===== src/rtl/srl_fifo_pkg.sv =====
// Shared types and helpers for the SRL16E-based FIFO controller.
// Optional output register is selected with the SRL_FIFO_OUTREG_EN macro.
package srl_fifo_pkg;

    // Deepest shift register a single SRL16E can implement
    localparam int MAX_DEPTH = 16;

    // Occupancy state of the shift-register part of the FIFO
    typedef enum logic [1:0] {
        ST_EMPTY   = 2'b00,
        ST_PARTIAL = 2'b01,
        ST_FULL    = 2'b10
    } fifo_state_e;

    // Read-address width for a given depth, clamped to the SRL16E limit
    function automatic int srl_addr_width(input int depth);
        int d;
        d = (depth > MAX_DEPTH) ? MAX_DEPTH : depth;
        if (d <= 2) begin
            return 1;
        end else begin
            return $clog2(d);
        end
    endfunction

endpackage


===== src/rtl/srl_fifo_ctrl_srl_shift.sv =====
// Clock-enabled addressable shift register. Deliberately has no reset and
// no clear path so that each data bit maps onto a single SRL16E cell.
module srl_shift
    import srl_fifo_pkg::*;
#(
    parameter int WIDTH = 8,
    parameter int DEPTH = 16
) (
    input  logic                              clk,
    input  logic                              ce,
    input  logic [srl_addr_width(DEPTH)-1:0]  addr,
    input  logic [WIDTH-1:0]                  d,
    output logic [WIDTH-1:0]                  q
);

    logic [WIDTH-1:0] sr_r [DEPTH];

    // Shift every entry up one place and insert new data at index 0
    always_ff @(posedge clk) begin
        if (ce) begin
            sr_r[0] <= d;
            for (int i = 1; i < DEPTH; i++) begin
                sr_r[i] <= sr_r[i-1];
            end
        end
    end

    assign q = sr_r[addr];

endmodule


===== src/rtl/srl_fifo_ctrl.sv =====
// FIFO controller around an SRL16E shift register: push shifts data in at
// index 0, the oldest entry is read at index count-1.
// Optional head output register: define SRL_FIFO_OUTREG_EN.
module srl_fifo_ctrl
    import srl_fifo_pkg::*;
#(
    parameter int WIDTH = 8,
    parameter int DEPTH = 16
) (
    input  logic                       clk,
    input  logic                       rst_n,
    input  logic                       flush,
    input  logic                       s_valid,
    output logic                       s_ready,
    input  logic [WIDTH-1:0]           s_data,
    output logic                       m_valid,
    input  logic                       m_ready,
    output logic [WIDTH-1:0]           m_data,
    output logic [$clog2(DEPTH):0]     count
);

    localparam int AW = srl_addr_width(DEPTH);
    localparam int CW = $clog2(DEPTH) + 1;
    localparam logic [CW-1:0] ONE_C      = CW'(1'b1);
    localparam logic [CW-1:0] ZERO_C     = CW'(1'b0);
    localparam logic [CW-1:0] DEPTH_M1_C = CW'(DEPTH - 1);

    fifo_state_e      state_r;
    logic [CW-1:0]    srl_cnt_r;
    logic [AW-1:0]    rd_addr_s;
    logic [WIDTH-1:0] srl_q_s;
    logic             push_s;
    logic             pop_s;
    logic             srl_pop_s;

    // Handshakes; flush blocks both sides so in-flight data is dropped
    assign s_ready   = (state_r != ST_FULL) & ~flush;
    assign push_s    = s_valid & s_ready;
    assign pop_s     = m_valid & m_ready;
    assign rd_addr_s = AW'(srl_cnt_r - ONE_C);

`ifdef SRL_FIFO_OUTREG_EN
    logic             out_vld_r;
    logic [WIDTH-1:0] out_data_r;
    logic [CW-1:0]    tot_cnt_r;

    // Head register refills from the SRL whenever it is empty or being popped
    assign srl_pop_s = (state_r != ST_EMPTY) & (~out_vld_r | pop_s) & ~flush;
    assign m_valid   = out_vld_r & ~flush;
    assign m_data    = out_data_r;
    assign count     = tot_cnt_r;

    // Output register holding the FIFO head
    always_ff @(posedge clk or negedge rst_n) begin
        if (!rst_n) begin
            out_vld_r  <= 1'b0;
            out_data_r <= '0;
        end else if (flush) begin
            out_vld_r  <= 1'b0;
        end else if (srl_pop_s) begin
            out_vld_r  <= 1'b1;
            out_data_r <= srl_q_s;
        end else if (pop_s) begin
            out_vld_r  <= 1'b0;
        end
    end

    // Total occupancy including the head register
    always_ff @(posedge clk or negedge rst_n) begin
        if (!rst_n) begin
            tot_cnt_r <= ZERO_C;
        end else if (flush) begin
            tot_cnt_r <= ZERO_C;
        end else begin
            case ({push_s, pop_s})
                2'b10:   tot_cnt_r <= tot_cnt_r + ONE_C;
                2'b01:   tot_cnt_r <= tot_cnt_r - ONE_C;
                default: tot_cnt_r <= tot_cnt_r;
            endcase
        end
    end
`else
    // The SRL head is the FIFO head: combinational read, one-cycle latency
    assign srl_pop_s = pop_s;
    assign m_valid   = (state_r != ST_EMPTY) & ~flush;
    assign m_data    = srl_q_s;
    assign count     = srl_cnt_r;
`endif

    // Control FSM and SRL occupancy; push+pop cancel in the read address
    always_ff @(posedge clk or negedge rst_n) begin
        if (!rst_n) begin
            state_r   <= ST_EMPTY;
            srl_cnt_r <= ZERO_C;
        end else if (flush) begin
            state_r   <= ST_EMPTY;
            srl_cnt_r <= ZERO_C;
        end else begin
            case (state_r)
                ST_EMPTY: begin
                    if (push_s) begin
                        state_r   <= ST_PARTIAL;
                        srl_cnt_r <= srl_cnt_r + ONE_C;
                    end else begin
                        state_r   <= ST_EMPTY;
                    end
                end
                ST_PARTIAL: begin
                    if (push_s && !srl_pop_s) begin
                        srl_cnt_r <= srl_cnt_r + ONE_C;
                        state_r   <= (srl_cnt_r == DEPTH_M1_C) ? ST_FULL : ST_PARTIAL;
                    end else if (!push_s && srl_pop_s) begin
                        srl_cnt_r <= srl_cnt_r - ONE_C;
                        state_r   <= (srl_cnt_r == ONE_C) ? ST_EMPTY : ST_PARTIAL;
                    end else begin
                        state_r   <= ST_PARTIAL;
                    end
                end
                ST_FULL: begin
                    if (srl_pop_s) begin
                        state_r   <= ST_PARTIAL;
                        srl_cnt_r <= srl_cnt_r - ONE_C;
                    end else begin
                        state_r   <= ST_FULL;
                    end
                end
                default: begin
                    state_r   <= ST_EMPTY;
                    srl_cnt_r <= ZERO_C;
                end
            endcase
        end
    end

    srl_shift #(
        .WIDTH (WIDTH),
        .DEPTH (DEPTH)
    ) u_srl (
        .clk  (clk),
        .ce   (push_s),
        .addr (rd_addr_s),
        .d    (s_data),
        .q    (srl_q_s)
    );

endmodule


===== config.mk =====
export PLATFORM = sky130hd
export DESIGN_NAME = srl_fifo_ctrl
export DESIGN_NICKNAME = d
export VERILOG_FILES = /design/src/rtl/srl_fifo_pkg.sv /design/src/rtl/srl_fifo_ctrl_srl_shift.sv /design/src/rtl/srl_fifo_ctrl.sv
export SDC_FILE = /design/constraint.sdc
export NUM_CORES = 1
export LEC_CHECK = 0
export BUFFER_PORTS_ARGS = -buffer_cell sky130_fd_sc_hd__clkbuf_2
export CAP_MARGIN = 5
export CORE_MARGIN = 4
export CORE_UTILIZATION = 55
export CTS_CLUSTER_DIAMETER = 60
export DETAILED_ROUTE_END_ITERATION = 8
export GPL_TIMING_DRIVEN = 0
export PLACE_DENSITY_LB_ADDON = 0.1
export SETUP_SLACK_MARGIN = 0.05
export SLEW_MARGIN = 25
export SYNTH_ARGS = -nofsm -noshare
export SYNTH_HDL_FRONTEND = slang
export SYNTH_SLANG_ARGS = --single-unit

===== constraint.sdc =====
create_clock -name clk -period 28 [get_ports clk]
set_input_delay 4.2 -clock clk [delete_from_list [all_inputs] [get_ports clk]]
set_output_delay 4.2 -clock clk [all_outputs]
set_load 0.02 [all_outputs]

==> metrics.txt, run 1 <==
Period minus WS final=approximately 9 ns; Final Hold Vio Count=0; vias in the first global route=2871; Post-Synth Simple-Gate Area=between 4 and 5%; CORE AREA=around 10000 um^2; post-synthesis average cell area=20.0 um^2; GRT Total Usage=about a fifth; Num CTS Buffers=17; Site Rows=36; Static Leak=roughly 2.3 nW; Hold Path Cell Cnt=0; Clock Tree Root=clkbuf_8; initial drt markers=approximately 240; pin count of the biggest net entering global routing=17; main combinational cell family by area after synthesis=multiplexers; IO buf count=27; layout cell share with drive strength beyond 1=between 30% and 40%; Clock Latency Late Sink=between 0.5 and 0.6 ns; worst r2r src=count[0]; routability cong.=around 0.8; RSZ-0062 raised after global routing=false; max_cap viols=0; global route overflow=0; Worst Skew=between 0.008 and 0.009 ns; fin crit share=~32%; worst reg2reg endpoint=count[2]; syn nets=between 200 and 300; Pwr Total=0.000555 W; area share of fa/ha/maj cells after synthesis=less than 1%; clk buf depth=2; slew margin rel.=a little over half; fmax=roughly 110 MHz; EDFF count, synth=128; Post-Syn Area=around 5600 um^2; mux contribution to synthesized area=roughly 15%; most common cell in the netlist=edfxtp_1; I/O pin count=28; Final Max Slew Viols=0; synth top area cells=edfxtp_1, mux4_2, dfrtp_1; final setup fails=0; DRC viols=0; crit path DAT=between 4 and 5 ns; Mapped Cells=between 200 and 300; Critical Path Fanout Max=10; # H-tree levels=4; flop and latch count out of synthesis=around 140; CTS clk-pin slew, worst paths=around 0.060 ns; final WL=between 9000 and 10000 um; Async S/R FF share, synth=under 10%; largest area contributor in the netlist=edfxtp_1; DP HPWL=6390 um; worst-margin pin slew=roughly 0.68 ns; Synth cell types=48; die area=about 12000 um^2; Synth Area in XOR/XNOR=less than 1%; power density over cell area=84.8 nW/um^2; Final TNS setup=0 ns; Seq/Total Area, Yosys=72.1%; die width=between 100 and 150 um; critical path type=in2out; compound-gate portion of the synthesized area=about 4.6%; first-pass GRT wire length=16000 um; flop2flop setup slack=about 25 ns; ys flop type=edfxtp_1; r2r worst-path depth=9; Pre-antenna DRT Iters=4; drt wl/cell=slightly above 20 um; HP Class=reg2reg; post-synth top area share=a little under 70%; post_cts resized=0; Die Ht=between 100 and 150 um; NumNets Final=between 300 and 400; Starting Density=a little under three fifths; post-CTS setup buffer count=0; post-cts hold buffer count=0; Peak supply drop=0.0485 mV; hold path endpoint=u_srl.sr_r[10][3]; DR vias/cell=5.87; post-detailed-route count of antenna-violating nets=0; CTS Sinks=~140; initial antenna violation count=0; startpoint types=input port; Crit. End Element=output pin; Critical Path RT=23.80 ns; HP Start=u_srl.sr_r[9][3]; Syn-to-layout area delta=17.5%; synth cell count leaders=edfxtp_1, mux4_2; Yosys warnings=0; diode count=0; CTS tree=built; status=finished clean; Vias=between 2000 and 3000
## where the power goes
group          internal [W]  switching [W]
registers          0.000231     0.00000513
clock network      0.000134      0.0000785
logic             0.0000449      0.0000624
## kinds of logic (layout without fill, tap and decap cells)
kind of cell | Yosys count | count (layout)
xor+xnor | 3 | 3
compound gates | 34 | 34
flops | 135 | 135
buf+inv | 20 | 92
simple gates | 40 | 40
mux | 42 | 42
fa+ha+maj | 4 | 4
## flip-flops by register name, summed over array words and instances, names as in the netlist
signal	flops
count	5
u_srl.sr_r	128
state_r	2
## per-layer routing
layer,part of all wire [%],vias to the layer above,track usage (%)
met5,0,-,0
met4,1.6,0,8.30
li1,-,1287,-
met1,46,1473,27.0
met2,47,61,27.3
met3,4.6,16,5.86
## worst max-delay path, stage by stage
cell and delay (ns):
clkbuf_2 0.12, buf_6 0.15, nor2_1 0.12, clkbuf_2 0.18
## how the worst max path moves through the flow
stage / to / startpoint / slack (ns) / cells past startpoint
detailed placement: m_valid / flush / 19.03 / 4
CTS: m_valid / flush / 19.03 / 4
finish: m_valid / flush / 19.04 / 4
global placement: u_srl.sr_r[4][7] / flush / 10.25 / 3
floorplan: u_srl.sr_r[0][0] / flush / 13.67 / 2
global route: m_valid / flush / 18.99 / 4
## through the flow
stage / cells / hold slack (ns) / setup WS (ns) / util [%] / instance area (um^2)
finish: 483 / 0.441 / 19.04 / 66.6 / 6540
global route: 483 / 0.446 / 18.99 / 66.6 / 6540
CTS: 483 / 0.443 / 19.03 / 66.6 / 6540
detailed placement: 452 / 0.428 / 19.03 / 61.0 / 5990
global placement: 438 / 0.425 / 10.25 / 59.8 / 5870
floorplan: 278 / 0.421 / 13.67 / - / 5570
## placed cells by master, fill, tap and decap left out, types with 4 or more instances in the layout
cell and count:
dfrtp_1 7, a21oi_1 9, nor2b_1 9, mux4_2 32
nor2_1 9, clkbuf_2 27, edfxtp_1 128, buf_4 16
ha_1 4, buf_6 7, buf_2 5, a211oi_1 9
clkbuf_16 16, mux2i_1 8, clkbuf_1 5
## final cells by class
| cell class | count | area (um^2) |
|---|---|---|
| fillers | 700 | 3280 |
| well taps | 133 | 166 |
| plain buffers | 16 | 123 |
| multi-input cells | 123 | 1420 |
| repair buffers | 41 | 244 |
| clock inverters | 11 | 133 |
| clock buffers | 20 | 425 |
| flip-flops and latches | 135 | 4020 |
| inverters | 4 | 15.0 |
Note: power is estimated with default switching activity, not from simulation.
==> run 2: changes to the inputs <==
==> constraint.sdc (replaced) <==
create_clock -name clk -period 8.1 [get_ports clk]
set_input_delay 1.215 -clock clk [delete_from_list [all_inputs] [get_ports clk]]
set_output_delay 1.215 -clock clk [all_outputs]
set_load 0.02 [all_outputs]
==> metrics.txt, run 2 (synthesis results as in run 1) <==
Final Max Slew Viols=0; Vias=2763; RSZ-0062 raised after global routing=false; die width=between 100 and 150 um; Flop pwr share=a little over two fifths; slew margin rel.=54.7%; final WL=around 10000 um; power density over cell area=about 300 nW/um^2; initial drt markers=approximately 210; CTS tree=built; CTS Sinks=around 140; die area=11800 um^2; global route overflow=0; status=finished clean; cell area after layout=~6600 um^2; fin crit share=roughly 60%; Clock Tree Root=clkbuf_8; CORE AREA=a little under 10000 um^2; clk buf depth=2; worst-margin pin slew=just under 0.7 ns; fmax=about 210 MHz; Crit. End Element=output pin; Logic pwr share=19.2%; Clk pwr share=about two fifths; routability cong.=approximately 0.81; Starting Density=between 50% and 60%; Pwr Total=between 0.0015 and 0.002 W; commonest non-fill, non-tap cells in the layout=edfxtp_1, mux4_2, clkbuf_2, clkbuf_16, buf_6; CP top delay family=buffers and inverters; initial antenna violation count=0; DP HPWL=roughly 6300 um; Worst Skew=about 0.0040 ns; NumNets Final=350; pin count of the biggest net entering global routing=17; DRC viols=0; most common cell after layout, fill and taps aside=edfxtp_1; Critical Path RT=6.88 ns; Static Leak=about 2.3 nW; Psw=slightly above 0.0005 W; post-cts hold buffer count=0; critical path type=reg2out; DR vias/cell=around 5.8; Hold Worst Slack=~0.44 ns; Syn-to-layout area delta=18.1%; Reg with most FFs=u_srl.sr_r; Pre-antenna DRT Iters=4; Final Util=between 60% and 70%; I/O pin count=28; Placed Area=~6000 um^2; Die Ht=109 um; Period minus WS final=roughly 4.8 ns; diode count=0; GRT Total Usage=a little under a fifth; post_cts resized=0; max_cap viols=0; vias in the first global route=roughly 2800; layout cell share with drive strength beyond 1=around 34%; post-CTS setup buffer count=0; Cell Count, Final, Fillers Out=479; Site Rows=36; cell mode on critical path=buf_6; IO buf count=27; slowest CP cell=xor2_1; max FFs per register=128; placed insts=roughly 450; first-pass GRT wire length=approximately 15000 um; Peak supply drop=around 0.18 mV; slowest stage delay, CP=approximately 0.57 ns; startpoint types=flop; CTS clk-pin slew, worst paths=about 0.06 ns; Critical Path Fanout Max=10; crit path DAT=3.56 ns; crit-path cells=buf_6, buf_6, inv_2, ha_1, xor2_1, buf_2, mux4_2, mux2i_1, a21oi_1, clkbuf_2; P_int=0.00145 W; switching fraction of total power=between 20% and 30%; Num CTS Buffers=17; CP bufs+invs=5; post-detailed-route count of antenna-violating nets=0; final setup fails=0; # H-tree levels=4; Clock Latency Late Sink=~0.52 ns; # fillers=between 600 and 700; HP Class=reg2reg; drt wl/cell=just over 20 um; Final Hold Vio Count=0
run 2: cell count changes in the layout (fill, tap and decap cells not counted), moves of 2 or more:
cell / change
buf_4: -13
buf_8: +4
clkinv_2: +2
buf_6: +4
run 2: area by class of cell:
cell class / instances / area (um^2) / share of cell area [%]
Tap cell: 133 / 166 / 2.53
Clock buffer: 19 / 422 / 6.41
Clock inverter: 13 / 160 / 2.43
Buffer: 16 / 123 / 1.86
Sequential cell: 135 / 4020 / 61.1
Multi-Input combinational cell: 123 / 1430 / 21.7
Timing Repair Buffer: 36 / 251 / 3.82
Inverter: 4 / 15.0 / 0.228
run 2: path summary, 6_finish.rpt:
path | start | to | slack, ns | cells past startpoint
min in group asynchronous | rst_n | count[1] | 0.53 | 1
max in group asynchronous | rst_n | state_r[0] | 7.39 | 1
setup reg to reg | count[0] | count[2] | 5.35 | 9
hold reg to reg | u_srl.sr_r[8][7] | u_srl.sr_r[9][7] | 0.44 | 0
setup / recovery | count[0] | m_data[6] | 3.32 | 10
hold / removal | u_srl.sr_r[8][7] | u_srl.sr_r[9][7] | 0.44 | 0
run 2: power by group through the flow:
| stage | Clock (W) | Sequential [W] | Combinational [W] |
|---|---|---|---|
| after floorplan | 0 | 0.000833 | 0.000257 |
| final | 0.000763 | 0.000815 | 0.000374 |
| after detailed placement | 0 | 0.000829 | 0.000378 |
| after CTS | 0.000775 | 0.000815 | 0.000380 |
| after global placement | 0 | 0.000833 | 0.000369 |
| after global routing | 0.000809 | 0.000819 | 0.000402 |
run 2: worst reg2reg max path, cell delays in order, from the launching register on:
cell and delay [ns]:
dfrtp_1 0.43, buf_6 0.21, buf_6 0.19, inv_2 0.09, ha_1 0.23, xor2_1 0.57
clkbuf_1 0.52, nand3_1 0.16, o31ai_1 0.11, a22o_1 0.18
run 2: layer usage:
metal / global-route usage [%] / vias up / part of all wire (%)
met5: 0 / - / 0
met3: 4.91 / 11 / 4.6
met2: 27.2 / 78 / 47
met1: 26.8 / 1407 / 47
met4: 7.30 / 0 / 1.3
li1: - / 1267 / -
run 2: stage by stage:
stage                     setup slack, ns  setup TNS (ns)
after floorplan                      1.25               0
after global placement             -0.605          -76.88
after detailed placement             3.82               0
after CTS                            3.21               0
after global routing                 3.04               0
final                                3.32               0
==> run 3: changes to the inputs <==
==> constraint.sdc (replaced) <==
create_clock -name clk -period 4.48 [get_ports clk]
set_input_delay 0.672 -clock clk [delete_from_list [all_inputs] [get_ports clk]]
set_output_delay 0.672 -clock clk [all_outputs]
set_load 0.02 [all_outputs]
==> metrics.txt, run 3 (synthesis results as in run 1) <==
Starting Density=56.7%; r2r worst-path depth=9; Peak supply drop=approximately 0.32 mV; initial drt markers=roughly 170; crit-path cells=buf_6, buf_6, inv_2, ha_1, xor2_2, buf_2, mux4_2, mux2i_1, a21oi_1, clkbuf_2; I/O pin count=28; die area=11800 um^2; worst-margin pin slew=between 0.6 and 0.7 ns; final WL=9740 um; Pre-antenna DRT Iters=5; crit path DAT=approximately 3.4 ns; cell area after layout=between 6000 and 7000 um^2; slew margin rel.=a little under three fifths; diode count=0; routability cong.=0.766; slowest CP cell=xor2_2; worst r2r src=count[0]; Crit. End Element=output pin; DR vias/cell=slightly below 6; power density over cell area=~530 nW/um^2; vias in the first global route=roughly 2900; Critical Path RT=between 3 and 4 ns; Syn-to-layout area delta=18.3%; startpoint types=flop; Placed Area=about 6000 um^2; drt wl/cell=a little over 20 um; flop2flop setup slack=1.93 ns; Site Rows=36; layout cell share with drive strength beyond 1=roughly a third; DR top layer=met4; fin crit share=between 80% and 90%; commonest non-fill, non-tap cells in the layout=edfxtp_1, mux4_2, clkbuf_2, clkbuf_16, buf_6; Vias=2777; DP HPWL=approximately 6300 um; # H-tree levels=4; Static Leak=2.28 nW; max FFs per register=128; Period minus WS final=4.03 ns; max_cap viols=0; Clock Latency Late Sink=between 0.5 and 0.6 ns; critical path type=reg2out; Reg with most FFs=u_srl.sr_r; Final Max Slew Viols=0; Clock Tree Root=clkbuf_8; HP Class=in2reg; NumNets Final=approximately 350; most common cell after layout, fill and taps aside=edfxtp_1; fmax=248 MHz; cell mode on critical path=buf_6; GRT Total Usage=18.5%; slowest stage delay, CP=about 0.42 ns; crit path to=m_data[2]; CTS clk-pin slew, worst paths=approximately 0.060 ns; Final Hold Vio Count=0; Pwr Total=about 0.0035 W; die width=~110 um; CTS Sinks=135; Critical Path Fanout Max=10; Worst Setup SP=count[0]; worst reg2reg endpoint=count[2]; status=finished clean; post-detailed-route count of antenna-violating nets=0; HP Start=s_data[1]; RSZ-0062 raised after global routing=false; Worst Skew=~0.0051 ns; initial antenna violation count=0; pin count of the biggest net entering global routing=17; CORE AREA=between 9000 and 10000 um^2; IO buf count=27; clk buf depth=2; Hold Worst Slack=about 0.33 ns; met3 wire length=around 360 um; CTS tree=built; Num CTS Buffers=17; first-pass GRT wire length=15600 um; global route overflow=0; Die Ht=109 um; Metal-1 WL=4700 um; DRC viols=0; final setup fails=0; post-CTS setup buffer count=0; met2 wire length=4510 um
run 3: changes by cell type in the layout (fill, tap and decap cells not counted):
cell	change
bufinv_16	-1
dlygate4sd3_1	+1
clkinvlp_4	+2
buf_12	+1
clkinv_1	-1
xor2_1	-1
clkbuf_1	+1
buf_2	-1
clkinv_2	-2
clkbuf_4	+1
xor2_2	+1
buf_8	-2
buf_6	+2
run 3: layer usage:
layer / global-route usage, % / up-vias
met5: 0 / -
met4: 8.84 / 0
met3: 4.62 / 13
met2: 26.4 / 55
met1: 27.1 / 1447
li1: - / 1262
run 3: cell type report:
class	count	area [um^2]
multi-input cells	123	1430
clock buffers	21	429
clock inverters	11	131
flip-flops and latches	135	4020
inverters	4	15.0
repair buffers	38	265
well taps	133	166
fillers	688	3230
plain buffers	15	130
run 3: per-stage QoR:
step | setup TNS (ns) | instances | worst slack (ns) | utilization [%]
final | 0 | 480 | 0.451 | 67.1
after global routing | 0 | 480 | 0.183 | 67.1
after CTS | 0 | 481 | 0.184 | 67.0
after detailed placement | 0 | 448 | 0.761 | 61.2
after global placement | -160.19 | 438 | -1.25 | 60.0
after floorplan | 0 | 278 | 0.00817 | -
run 3: critical path: cells and delay by family (launching register included):
family                     cells  cell delay [ns]
buffers and inverters          5             1.03
muxes                          2             0.58
xor gates and xnor gates       1             0.42
DFF                            1             0.41
adders and majority gates      1             0.25
AOI/OAI and AO/OA              1             0.13
run 3: how the worst min path moves through the flow:
stage | cells after the start | slack, ns | endpoint
4_1_cts | 1 | 0.30 | u_srl.sr_r[0][1]
6_report | 1 | 0.33 | u_srl.sr_r[0][1]
2_1_floorplan | 0 | 0.38 | count[0]
5_1_grt | 1 | 0.31 | u_srl.sr_r[0][1]
3_3_place_gp | 0 | 0.42 | u_srl.sr_r[7][4]
3_5_place_dp | 0 | 0.43 | u_srl.sr_r[8][2]
run 3: what timing repair did:
item,4_1_cts,5_1_grt
endpoints found under the setup margin,0,3
gates resized for setup,0,2
hold buffers,1,0
hold endpoints to repair,7,0
run 3: where the power goes:
group          leakage [nW]  internal, W  switching (W)  total, W
combinational         0.719     0.000286       0.000393  0.000680
clock                 0.268     0.000838       0.000481   0.00132
sequential             1.29      0.00144      0.0000326   0.00147
total                  2.28      0.00257       0.000908   0.00347
